$ cat config.mk
export PLATFORM = sky130hd
export DESIGN_NAME = wb_servo_ramp
export DESIGN_NICKNAME = d
export VERILOG_FILES = /design/src/rtl/wb_servo_ramp_pkg.sv /design/src/rtl/wb_servo_ramp_channel.sv /design/src/rtl/wb_servo_ramp.sv
export SDC_FILE = /design/constraint.sdc
export NUM_CORES = 1
export LEC_CHECK = 0
export CAP_MARGIN = 20
export CELL_PAD_IN_SITES_DETAIL_PLACEMENT = 0
export CELL_PAD_IN_SITES_GLOBAL_PLACEMENT = 1
export CORE_MARGIN = 2
export CORE_UTILIZATION = 44
export DETAILED_ROUTE_END_ITERATION = 7
export GPL_TIMING_DRIVEN = 0
export PLACE_DENSITY = 0.84
export REMOVE_ABC_BUFFERS = 1
export SLEW_MARGIN = 10
export SYNTH_ARGS = -nofsm -noshare
export SYNTH_HDL_FRONTEND = slang
export SYNTH_SLANG_ARGS = --single-unit
$ cat constraint.sdc
create_clock -name clk -period 4.43 [get_ports clk]
set_input_delay 0.6645 -clock clk [delete_from_list [all_inputs] [get_ports clk]]
set_output_delay 0.6645 -clock clk [all_outputs]
set_load 0.03 [all_outputs]
$ cat src/rtl/wb_servo_ramp_pkg.sv
// wb_servo_ramp shared definitions: register map, field widths, clamp helper.
// Optional interrupt support is selected in the top by WB_SERVO_IRQ_EN.
package wb_servo_ramp_pkg;

  localparam int N_CH = 8;
  localparam int PW_W = 12;
  localparam int FC_W = 15;

  localparam logic [6:0] REG_CTRL         = 7'h00;
  localparam logic [6:0] REG_STATUS       = 7'h04;
  localparam logic [6:0] REG_SLEW         = 7'h08;
  localparam logic [6:0] REG_IRQMASK      = 7'h0C;
  localparam logic [6:0] REG_TARGET_BASE  = 7'h20;
  localparam logic [6:0] REG_CURRENT_BASE = 7'h40;

  function automatic logic [PW_W-1:0] clamp_us(
    input logic [PW_W-1:0] v,
    input logic [PW_W-1:0] lo,
    input logic [PW_W-1:0] hi
  );
    return (v < lo) ? lo : ((v > hi) ? hi : v);
  endfunction

endpackage

$ cat src/rtl/wb_servo_ramp_channel.sv
// servo_channel: one PWM channel holding TARGET/CURRENT, the per-frame
// slew step and the pulse compare.
module servo_channel
  import wb_servo_ramp_pkg::*;
#(
  parameter int min_us = 500,
  parameter int max_us = 2500
) (
  input  logic            clk,
  input  logic            rst,
  input  logic            frame_start,
  input  logic            en,
  input  logic [PW_W-1:0] slew,
  input  logic            wr,
  input  logic [PW_W-1:0] wdata,
  input  logic [FC_W-1:0] frame_cnt,
  output logic [PW_W-1:0] target,
  output logic [PW_W-1:0] current,
  output logic            busy,
  output logic            pwm
);

  localparam logic [PW_W-1:0] MIN = PW_W'(min_us);
  localparam logic [PW_W-1:0] MAX = PW_W'(max_us);
  localparam logic [PW_W-1:0] CTR = PW_W'((min_us + max_us) / 2);

  logic               en_lat;
  logic signed [12:0] d;
  logic [12:0]        mag;
  logic [PW_W-1:0]    nxt;

  always_comb begin
    d   = $signed({1'b0, target}) - $signed({1'b0, current});
    mag = d[12] ? 13'(-d) : 13'(d);
    nxt = target;
    if (slew != '0 && mag > {1'b0, slew}) begin
      nxt = d[12] ? current - slew : current + slew;
    end
  end

  // en_lat and CURRENT move only at frame start so pulses never glitch
  always_ff @(posedge clk or negedge rst) begin
    if (!rst) begin
      target  <= CTR;
      current <= CTR;
      en_lat  <= 1'b0;
    end else begin
      if (frame_start) begin
        en_lat  <= en;
        current <= nxt;
      end
      if (wr) target <= clamp_us(wdata, MIN, MAX);
    end
  end

  assign busy = target != current;
  assign pwm  = en_lat & (frame_cnt < {{(FC_W-PW_W){1'b0}}, current});

endmodule

$ cat src/rtl/wb_servo_ramp.sv
// wb_servo_ramp: Wishbone slave driving 8 slewed servo PWM outputs.
// Define WB_SERVO_IRQ_EN to add the irq port, IRQMASK and done flags.
module wb_servo_ramp
  import wb_servo_ramp_pkg::*;
#(
  parameter int clk_freq  = 100000000,
  parameter int period_us = 20000,
  parameter int min_us    = 500,
  parameter int max_us    = 2500
) (
  input  logic        clk,
  input  logic        rst,
  input  logic [31:0] wb_adr_i,
  input  logic [31:0] wb_dat_i,
  output logic [31:0] wb_dat_o,
  input  logic        wb_we_i,
  input  logic        wb_cyc_i,
  input  logic        wb_stb_i,
  input  logic [3:0]  wb_sel_i,
  output logic        wb_ack_o,
`ifdef WB_SERVO_IRQ_EN
  output logic        irq,
`endif
  output logic        pwm0,
  output logic        pwm1,
  output logic        pwm2,
  output logic        pwm3,
  output logic        pwm4,
  output logic        pwm5,
  output logic        pwm6,
  output logic        pwm7
);

  localparam int PRE  = clk_freq / 1000000;
  localparam int PS_W = (PRE > 1) ? $clog2(PRE) : 1;
  localparam logic [PS_W-1:0] PS_LAST = PS_W'(PRE - 1);
  localparam logic [FC_W-1:0] FC_LAST = FC_W'(period_us - 1);

  logic [PS_W-1:0] ps_cnt;
  logic [FC_W-1:0] frame_cnt;
  logic            tick;
  logic            frame_start;

  assign tick        = ps_cnt == PS_LAST;
  assign frame_start = tick && (frame_cnt == FC_LAST);

  always_ff @(posedge clk or negedge rst) begin
    if (!rst) begin
      ps_cnt    <= '0;
      frame_cnt <= '0;
    end else begin
      ps_cnt <= tick ? '0 : ps_cnt + 1'b1;
      if (tick) frame_cnt <= frame_start ? '0 : frame_cnt + 1'b1;
    end
  end

  logic       req;
  logic       wr;
  logic [6:0] reg_a;
  logic [2:0] ch;
  logic       sel_ctrl;
  logic       sel_status;
  logic       sel_slew;
  logic       sel_mask;
  logic       sel_tgt;
  logic       sel_cur;

  assign req        = wb_cyc_i & wb_stb_i;
  assign wr         = req & wb_we_i & wb_ack_o;
  assign reg_a      = {wb_adr_i[6:2], 2'b00};
  assign ch         = wb_adr_i[4:2];
  assign sel_ctrl   = reg_a == REG_CTRL;
  assign sel_status = reg_a == REG_STATUS;
  assign sel_slew   = reg_a == REG_SLEW;
  assign sel_mask   = reg_a == REG_IRQMASK;
  assign sel_tgt    = reg_a[6:5] == REG_TARGET_BASE[6:5];
  assign sel_cur    = reg_a[6:5] == REG_CURRENT_BASE[6:5];

  logic            unused_ok;
  assign unused_ok = ^{wb_sel_i, wb_adr_i[31:7], wb_adr_i[1:0],
                       wb_dat_i[31:12]};

  logic [7:0]      ctrl;
  logic [PW_W-1:0] slew;
  logic            wrap;
  logic [7:0]      done;
  logic [7:0]      irqmask;
  logic [N_CH-1:0] busy;
  logic [N_CH-1:0] pwm_v;
  logic [PW_W-1:0] target  [N_CH];
  logic [PW_W-1:0] current [N_CH];
  logic [31:0]     rdata;

  for (genvar k = 0; k < N_CH; k++) begin : g_ch
    servo_channel #(
      .min_us (min_us),
      .max_us (max_us)
    ) u_ch (
      .clk         (clk),
      .rst         (rst),
      .frame_start (frame_start),
      .en          (ctrl[k]),
      .slew        (slew),
      .wr          (wr & sel_tgt & (ch == 3'(k))),
      .wdata       (wb_dat_i[PW_W-1:0]),
      .frame_cnt   (frame_cnt),
      .target      (target[k]),
      .current     (current[k]),
      .busy        (busy[k]),
      .pwm         (pwm_v[k])
    );
  end

  always_comb begin
    rdata = '0;
    unique case (1'b1)
      sel_ctrl:   rdata[7:0]      = ctrl;
      sel_status: rdata           = {8'h00, done, 7'h00, wrap, busy};
      sel_slew:   rdata[PW_W-1:0] = slew;
      sel_mask:   rdata[7:0]      = irqmask;
      sel_tgt:    rdata[PW_W-1:0] = target[ch];
      sel_cur:    rdata[PW_W-1:0] = current[ch];
      default:    rdata           = '0;
    endcase
  end

  // frame-wrap set wins over a same-cycle clear so no wrap is lost
  always_ff @(posedge clk or negedge rst) begin
    if (!rst) begin
      wb_ack_o <= 1'b0;
      wb_dat_o <= '0;
      ctrl     <= '0;
      slew     <= '0;
      wrap     <= 1'b0;
    end else begin
      wb_ack_o <= req & ~wb_ack_o;
      wb_dat_o <= (req & ~wb_ack_o) ? rdata : '0;
      if (wr & sel_ctrl) ctrl <= wb_dat_i[7:0];
      if (wr & sel_slew) slew <= wb_dat_i[PW_W-1:0];
      wrap <= frame_start | (wrap & ~(wr & sel_status & wb_dat_i[8]));
    end
  end

`ifdef WB_SERVO_IRQ_EN
  logic [7:0] busy_q;

  always_ff @(posedge clk or negedge rst) begin
    if (!rst) begin
      irqmask <= '0;
      done    <= '0;
      busy_q  <= '0;
    end else begin
      busy_q <= busy;
      if (wr & sel_mask) irqmask <= wb_dat_i[7:0];
      done <= (done & ~({8{wr & sel_status}} & wb_dat_i[23:16]))
            | (busy_q & ~busy);
    end
  end

  assign irq = |(done & irqmask);
`else
  assign done    = '0;
  assign irqmask = '0;
`endif

  assign pwm0 = pwm_v[0];
  assign pwm1 = pwm_v[1];
  assign pwm2 = pwm_v[2];
  assign pwm3 = pwm_v[3];
  assign pwm4 = pwm_v[4];
  assign pwm5 = pwm_v[5];
  assign pwm6 = pwm_v[6];
  assign pwm7 = pwm_v[7];

endmodule
==> results of run 1 <==
## metrics by stage
step,TNS [ps],instances,total power (W)
after CTS,-299.1,4330,0.008213
after floorplan,-88100,3234,0.004453
final,-799.1,4409,0.008629
after global placement,-2408440,4131,0.005061
after detailed placement,-122230,4173,0.005134
after global routing,-10300,4409,0.009020
## cell type report
class                   instances  share of cell area
repair buffers                257             0.07270
clock buffers                  44             0.02513
inverters                     180             0.01941
multi-input cells            2803              0.6611
flip-flops and latches        256              0.1872
clock inverters                14            0.004017
well taps                     855             0.03039
## state kept, by name (all words and copies together) (netlist names)
signal and count:
wb_dat_o 12, g_ch.u_ch.en_lat 8, ctrl 8, ps_cnt 7, wb_ack_o 1, g_ch.u_ch.current 96, slew 12, g_ch.u_ch.target 96
frame_cnt 15, wrap 1
## power groups by stage
| stage | Combinational, W | Sequential (W) | Clock, W |
|---|---|---|---|
| 2_1_floorplan | 0.00201 | 0.00245 | 0 |
| 3_3_place_gp | 0.00258 | 0.00248 | 0 |
| 3_5_place_dp | 0.00266 | 0.00248 | 0 |
| 4_1_cts | 0.00313 | 0.00244 | 0.00264 |
| 5_1_grt | 0.00385 | 0.00245 | 0.00273 |
| 6_report | 0.00356 | 0.00245 | 0.00263 |
## layout by cell type, fill, tap and decap left out, types with 20 or more instances in the layout
master / n
a21o_1: 74
a21oi_1: 128
a21oi_2: 27
a31oi_1: 23
and3_1: 25
buf_4: 163
buf_6: 20
clkbuf_16: 33
clkdlybuf4s50_1: 31
conb_1: 20
dfrtp_1: 111
dfrtp_2: 32
dfstp_2: 112
ha_1: 328
ha_4: 39
inv_1: 158
inv_2: 20
mux2_2: 34
mux2i_1: 59
mux4_2: 48
nand2_1: 385
nand2b_1: 32
nand3_1: 57
nand4_1: 50
nor2_1: 222
nor2b_1: 43
nor3_1: 56
o211ai_1: 39
o21a_1: 54
o21ai_0: 186
o21ai_1: 62
xnor2_1: 209
xor2_1: 70
## cell families (layout without fill, tap and decap cells)
family | Yosys count | in the layout | synth area share
buffers and inverters | 322 | 495 | 0.04756
adder cells (fa/ha/maj) | 397 | 397 | 0.1784
AND/OR/NAND/NOR | 1064 | 1066 | 0.1766
XOR/XNOR | 300 | 300 | 0.09214
other | 1 | 20 | 0.0001315
AO/OA/AOI/OAI | 871 | 874 | 0.2017
multiplexers | 146 | 146 | 0.07380
flip-flops | 256 | 256 | 0.2296
## metal layers
layer  up-vias  wire length (microns)  GRT usage
li1      12580                      -          -
met1     13130                  45610     0.4333
met2      1288                  45150     0.4551
met3       212                  12240    0.07482
met4         2                   4634     0.1167
met5         -                     13          0
## path summary, 6_finish.rpt
kind | slack [ps] | depth (start not counted) | end
max | -110 | 19 | g_ch[4].u_ch.current[5]
min | 470 | 2 | wrap
max reg2reg | -110 | 19 | g_ch[4].u_ch.current[5]
min reg2reg | 470 | 2 | wrap
max in group asynchronous | 2870 | 3 | g_ch[0].u_ch.current[1]
min in group asynchronous | 560 | 2 | g_ch[6].u_ch.current[9]
## worst reg2reg max path: cells and delay by family (launching register included)
kind                       cells  cell delay [ps]
xor gates and xnor gates       1              160
muxes                          1              210
AOI/OAI and AO/OA              7             1370
buffers and inverters          2              330
and+or+nand+nor                6             1170
adders and majority gates      2              560
DFF                            1              630
## synthesized netlist by cell type (19+ instances only)
master      n
nand2_1   395
ha_1      381
o21ai_0   252
nor2_1    244
xnor2_1   223
inv_1     177
a21oi_1   162
dfrtp_1   144
dfstp_2   112
clkbuf_1  105
xor2_1     77
a21o_1     75
nand3_1    71
nor3_1     67
mux2i_1    64
o21a_1     56
nor2b_1    52
nand4_1    49
mux4_2     48
o211ai_1   39
nand2b_1   36
mux2_2     34
a31oi_1    31
a211oi_1   30
or3_1      28
and3_1     26
buf_4      21
o31a_1     19
## timing repair
| action | CTS | global route |
|---|---|---|
| resized for setup | 310 | 272 |
| endpoints found under the hold margin | 19 | 0 |
| cloned | 5 | 5 |
| setup endpoints to repair | 104 | 97 |
| setup buffers | 93 | 73 |
| hold buffers | 1 | 0 |
| pin swaps | 97 | 151 |
==> summary.txt, run 1 <==
CTS
  • Clk sinks: 256
  • CTS tree: yes
  • Number of buffers created by CTS: 31
  • Clock transition at the registers of the reported paths: 60 ps
  • Clock H-tree levels: 1
  • CTS Root Cell: clkbuf_16
  • Max clock buf depth: 3
  • Worst-skew pair later-pin latency: 610 ps

Final layout
  • Area taken by multi-input logic gates: 23270 sq um
  • Register area: 6590 sq um
  • Fraction of layout cells with a size suffix above 1: 0.2518
  • # diodes: 0
  • Finished Cell Area: 35200 sq um
  • Final Util: 0.5480
  • NumNets Final: 3999
  • Fillers: 5756
  • Area grow syn2layout: 23.43%

Timing
  • Period utilisation layout: 1.024
  • Worst Setup Slack, final: -105.3 ps
  • Final number of max-transition violations: 0
  • Final setup fails: 20
  • Final Hold Viols: 0
  • Top achievable clock speed: 220.5 MHz
  • Slew of the pin with the lowest slew margin: 1207 ps
  • Slew HR: 0.1955
  • Worst Skew: 14.66 ps
  • Final Hold Slack: 470.3 ps
  • RSZ-0062 raised after global routing: true
  • Min Tclk post-route: 4535 ps

Yosys
  • Synth top area cells: ha_1 (17%), dfrtp_1 (13%), dfstp_2 (10%), xnor2_1 (6.8%), nand2_1 (5.2%)
  • Synth cell types: 103
  • Synth area leader: ha_1
  • Synth Register Bits: 256
  • Post-synth top area share: 0.1672
  • Gate Count Post-Synth: 3357
  • Syn Std Cell Area: 28520 sq um
  • Synthesis Warnings: 0
  • Post-synth EDFFs: 0
  • Sequential fraction of the synthesis area: 0.2296
  • Asr flop ratio synth: 1.000
  • Syn_area_per_cell: 8.495 sq um
  • Most used DFF post-synth: dfrtp_1

Global routing
  • Largest net degree at the start of global routing: 106
  • GRT Util Overall: 0.3080
  • First-pass GRT wire length: 155.6 mm
  • Initial antenna violation count: 1
  • Grt total ovfl: 0
  • Number of global-route vias before repair: 25210

Setup path
  • Required time worst endpoint: 4920 ps
  • Critical path startpoint: g_ch[4].u_ch.target[2]
  • Critical-path cell list: ha_4, nor2b_4, o31a_1, o21a_1, or3_4, a2111oi_4, buf_4, nand2_4, nor2_2, a21oi_1, xor2_1, ha_1, nand3_2, or4_4, o311ai_4, o41a_4, buf_12, mux2i_1, o21ai_1
  • Crit start category: register
  • CP max stage delay: 630 ps
  • RR Startpoint: g_ch[4].u_ch.target[2]
  • Buf/Inv on CP: 2
  • Classification of the worst setup path: reg2reg
  • Critical Path Fanout Max: 7
  • Slowest CP cell: dfstp_2
  • Worst Path Arrival: 5030 ps
  • Delay-heaviest family, CP: compound AO/OA/AOI/OAI gates
  • Worst Setup End Kind: register

Pwr
  • Sw Ratio: 0.3591
  • Max VDD drop: 0.3140 mV
  • Clock power share: 0.304
  • Power per standard cell area: 245.2 nW/um^2
  • Cell Int Power: 0.005531 W
  • Leakage: 15.25 nW
  • Sequential share of power: 0.284
  • Comb pwr share: 0.412
  • Switching Power: 0.003099 W

Floorplanning
  • Die X: 258.6 microns
  • Die Area: 66860 sq um
  • I/O Pins: 114
  • Core Area: 64230 sq um
  • Starting density of the core: 0.4440
  • Chip Height: 258.6 microns
  • Row count: 93

Status
  • Status: complete, but fails checks
  • Failing checks: design-rule violations, negative setup slack

Min path
  • Hold crit path type: reg2reg
  • Worst hold start: wrap

Placement
  • Pre-CTS setup slack: -1743 ps
  • I/O Buffers: 42
  • Post-DP HPWL: 77.16 mm
  • Area after DPL: 30130 sq um
  • GPL Wtd Cong: 0.9849

Drt
  • Drt pass-1 iters: 8
  • DRC Markers: 1
  • Wire per inst: 24.42 microns
  • Final ANT Viol Nets: 0
  • Via density: 6.171
  • Initial DRC Count: 2654
  • Via count: 27210
  • Final wirelength: 107.7 mm

Job
  • Max Cap Viol: 0
(Power assumes the default switching activity.)
==> run 2, diff against run 1 <==
--- a/config.mk
+++ b/config.mk
@@ -5,16 +5,17 @@
 export SDC_FILE = /design/constraint.sdc
 export NUM_CORES = 1
 export LEC_CHECK = 0
-export CAP_MARGIN = 20
+export CAP_MARGIN = 0
 export CELL_PAD_IN_SITES_DETAIL_PLACEMENT = 0
 export CELL_PAD_IN_SITES_GLOBAL_PLACEMENT = 1
 export CORE_MARGIN = 2
-export CORE_UTILIZATION = 44
+export CORE_UTILIZATION = 45
 export DETAILED_ROUTE_END_ITERATION = 7
 export GPL_TIMING_DRIVEN = 0
-export PLACE_DENSITY = 0.84
+export PLACE_DENSITY = 0.85
 export REMOVE_ABC_BUFFERS = 1
 export SLEW_MARGIN = 10
 export SYNTH_ARGS = -nofsm -noshare
 export SYNTH_HDL_FRONTEND = slang
+export SYNTH_HIERARCHICAL = 1
 export SYNTH_SLANG_ARGS = --single-unit
==> summary.txt, run 2 <==
Timing
  • Worst Skew: 24.11 ps
  • Final Hold Viols: 0
  • Slew of the pin with the lowest slew margin: 1447 ps
  • Period utilisation layout: 0.9971
  • Final setup fails: 0
  • Min Tclk post-route: 4417 ps
  • Slew HR: 0.03231
  • Top achievable clock speed: 226.4 MHz
  • Final number of max-transition violations: 0
  • RSZ-0062 raised after global routing: true

Yosys
  • Most numerous cell in the Yosys netlist: ha_1
  • Synth cell types: 112
  • Commonest cells post-synth: ha_1 (388), inv_1 (311), nor2_1 (283), nand2_1 (221), xnor2_1 (212)
  • Sequential fraction of the synthesis area: 0.2001
  • Syn Std Cell Area: 32720 sq um
  • Post-synth EDFFs: 0
  • Post-synth top area share: 0.1484
  • Synthesis Warnings: 6
  • Synth Register Bits: 256
  • Synth top area cells: ha_1 (15%), dfrtp_1 (11%), dfstp_2 (9.0%), xnor2_1 (5.7%), inv_1 (3.6%)
  • Most used DFF post-synth: dfrtp_1
  • Gate Count Post-Synth: 3803
  • Syn_area_per_cell: 8.602 sq um
  • Synth area leader: ha_1
  • Asr flop ratio synth: 1.000

Floorplanning
  • Row count: 98
  • Die Area: 74870 sq um
  • I/O Pins: 114
  • Core Area: 71730 sq um
  • Chip Height: 273.6 microns
  • Starting density of the core: 0.4561
  • Die X: 273.6 microns

Placement
  • Post-DP HPWL: 83.63 mm
  • I/O Buffers: 42
  • GPL Wtd Cong: 0.9414
  • Placed cells: 4668

Setup path
  • Classification of the worst setup path: reg2out
  • Slack of the worst reg-to-reg path: 90 ps
  • Worst Setup End Kind: primary output
  • R2r endpoint: g_ch[0].u_ch/current[0]
  • Critical path startpoint: frame_cnt[1]
  • Delay-heaviest family, CP: compound AO/OA/AOI/OAI gates
  • Crit start category: register
  • Required time worst endpoint: 3770 ps
  • RR Startpoint: g_ch[0].u_ch/current[3]
  • Worst Path Arrival: 3750 ps
  • Critical-path cell list: ha_1, a21o_1, a21o_1, a21o_1, a21o_1, a211oi_1, o21bai_1, a31oi_1, clkdlybuf4s50_1
  • Top cell by count, worst path: a21o_1
  • CP max stage delay: 770 ps
  • Slowest CP cell: clkdlybuf4s50_1
  • Buf/Inv on CP: 1
  • Critical Path Fanout Max: 11
  • Worst r2r path cells: 17

Drt
  • DRC Markers: 0
  • Final ANT Viol Nets: 0
  • Drt pass-1 iters: 6
  • Via density: 6.419
  • Via count: 31550
  • Final wirelength: 117.9 mm
  • Wire per inst: 23.98 microns
  • Initial DRC Count: 3367

CTS
  • Worst-skew pair later-pin latency: 580 ps
  • Clk sinks: 256
  • CTS tree: yes
  • Max clock buf depth: 3
  • Clock transition at the registers of the reported paths: 60 ps
  • Number of buffers created by CTS: 35
  • CTS Root Cell: clkbuf_16
  • CTS Hold Bufs: 0
  • Clock H-tree levels: 2

Pwr
  • Power per standard cell area: 240.5 nW/um^2
  • Max VDD drop: 0.2198 mV
  • Leakage: 15.23 nW

Min path
  • Hold crit path type: in2async

Global routing
  • Grt total ovfl: 0
  • Number of global-route vias before repair: 28950
  • GRT Util Overall: 0.3002
  • Largest net degree at the start of global routing: 99
  • Initial antenna violation count: 6
  • First-pass GRT wire length: 174.0 mm

Job
  • Max Cap Viol: 0

Final layout
  • Fraction of layout cells with a size suffix above 1: 0.2512
  • NumNets Final: 4411
  • Final Util: 0.5357
  • Commonest non-fill, non-tap cells in the layout: ha_1 (336), inv_1 (291), nor2_1 (264)
  • Area grow syn2layout: 17.45%
  • Most common cell after layout, fill and taps aside: ha_1
  • Regs by FF count: g_ch.u_ch/current: 96 flops, g_ch.u_ch/target: 96 flops, frame_cnt: 15 flops
  • Final Non-Filler Cells: 4914

Status
  • Status: finished clean
[run 2: cell types whose count changed in the layout (fill, tap and decap cells not counted), moves of 35 or more]
cell / delta
nand2_1: -170
inv_1: +133
nand3_1: +58
nand2b_1: +51
o22ai_1: +50
o2111ai_1: +48
nor3_1: +43
nand3b_1: +42
nor2_1: +42
o21a_1: -38
o221ai_2: +37
o22a_1: +36
o21ai_1: -35
[run 2: final cells by class]
class	count	area [sq um]
inverters	312	1197
flip-flops and latches	256	6595
clock inverters	18	198.9
diodes	3	7.507
multi-input cells	3090	25980
fillers	6389	33310
clock buffers	46	977.2
repair buffers	239	2281
well taps	950	1189
[run 2: worst max-delay path by stage]
stage | endpoint | cells after the start | slack, ps
final | pwm0 | 9 | 10
after CTS | g_ch[4].u_ch/current[5] | 19 | 1
after global placement | g_ch[0].u_ch/current[1] | 1 | -8890
after floorplan | g_ch[1].u_ch/current[7] | 8 | -3270
after global routing | g_ch[6].u_ch/current[11] | 18 | -90
after detailed placement | g_ch[7].u_ch/current[0] | 19 | -950
[run 2: what timing repair did]
item	CTS	global route
resized for setup	166	291
buffers inserted	87	86
gates cloned	5	1
setup endpoints to repair	104	101
pin swaps	59	102
[run 2: where the power goes]
group / leakage, nW / switching, W / internal, W
logic: 11.7 / 0.00207 / 0.00168
clock network: 0.573 / 0.00124 / 0.00175
registers: 2.97 / 0.000106 / 0.00240
[run 2: through the flow]
| step | hold slack (ps) | TNS, ps | total power (W) | area [sq um] | worst slack [ps] |
|---|---|---|---|---|---|
| floorplan | 368.9 | -272520 | 0.004756 | 31660 | -3270 |
| global placement | 447.1 | -2628480 | 0.005494 | 33270 | -8895 |
| detailed placement | 454.7 | -68820 | 0.005545 | 33740 | -946.5 |
| CTS | 106.5 | 0 | 0.008882 | 36420 | 0.9908 |
| global route | 147.1 | -906.8 | 0.009669 | 38420 | -86.26 |
| finish | 96.10 | 0 | 0.009241 | 38420 | 12.93 |
[run 2: kinds of logic (layout without fill, tap and decap cells)]
logic type | count (synthesis) | after routing | synth area share
other | 1 | 23 | 0.0001146
multiplexers | 140 | 140 | 0.06112
adder cells (fa/ha/maj) | 404 | 404 | 0.1582
XOR/XNOR | 282 | 282 | 0.07550
buffers and inverters | 481 | 615 | 0.07026
AO/OA/AOI/OAI | 1028 | 1032 | 0.2358
AND/OR/NAND/NOR | 1211 | 1212 | 0.1990
flip-flops | 256 | 256 | 0.2001
[run 2: worst register-to-register path: stages, from the launching register on]
cell	delay, ps
dfstp_2	570
inv_1	90
ha_4	250
a21o_1	200
a211oi_2	250
o21ai_2	130
a2111oi_4	380
and4_4	310
a21oi_2	60
xnor2_1	120
ha_1	300
a21o_1	190
a21o_1	220
o41ai_4	450
buf_4	230
nand3_1	80
mux2_1	310
o211ai_1	100
[run 2: per-layer routing]
layer,routed length (microns),vias up,GRT usage
li1,-,14390,-
met1,49750,15300,0.4219
met2,50270,1585,0.4455
met3,12880,266,0.06368
met4,4955,0,0.1211
met5,0,-,0
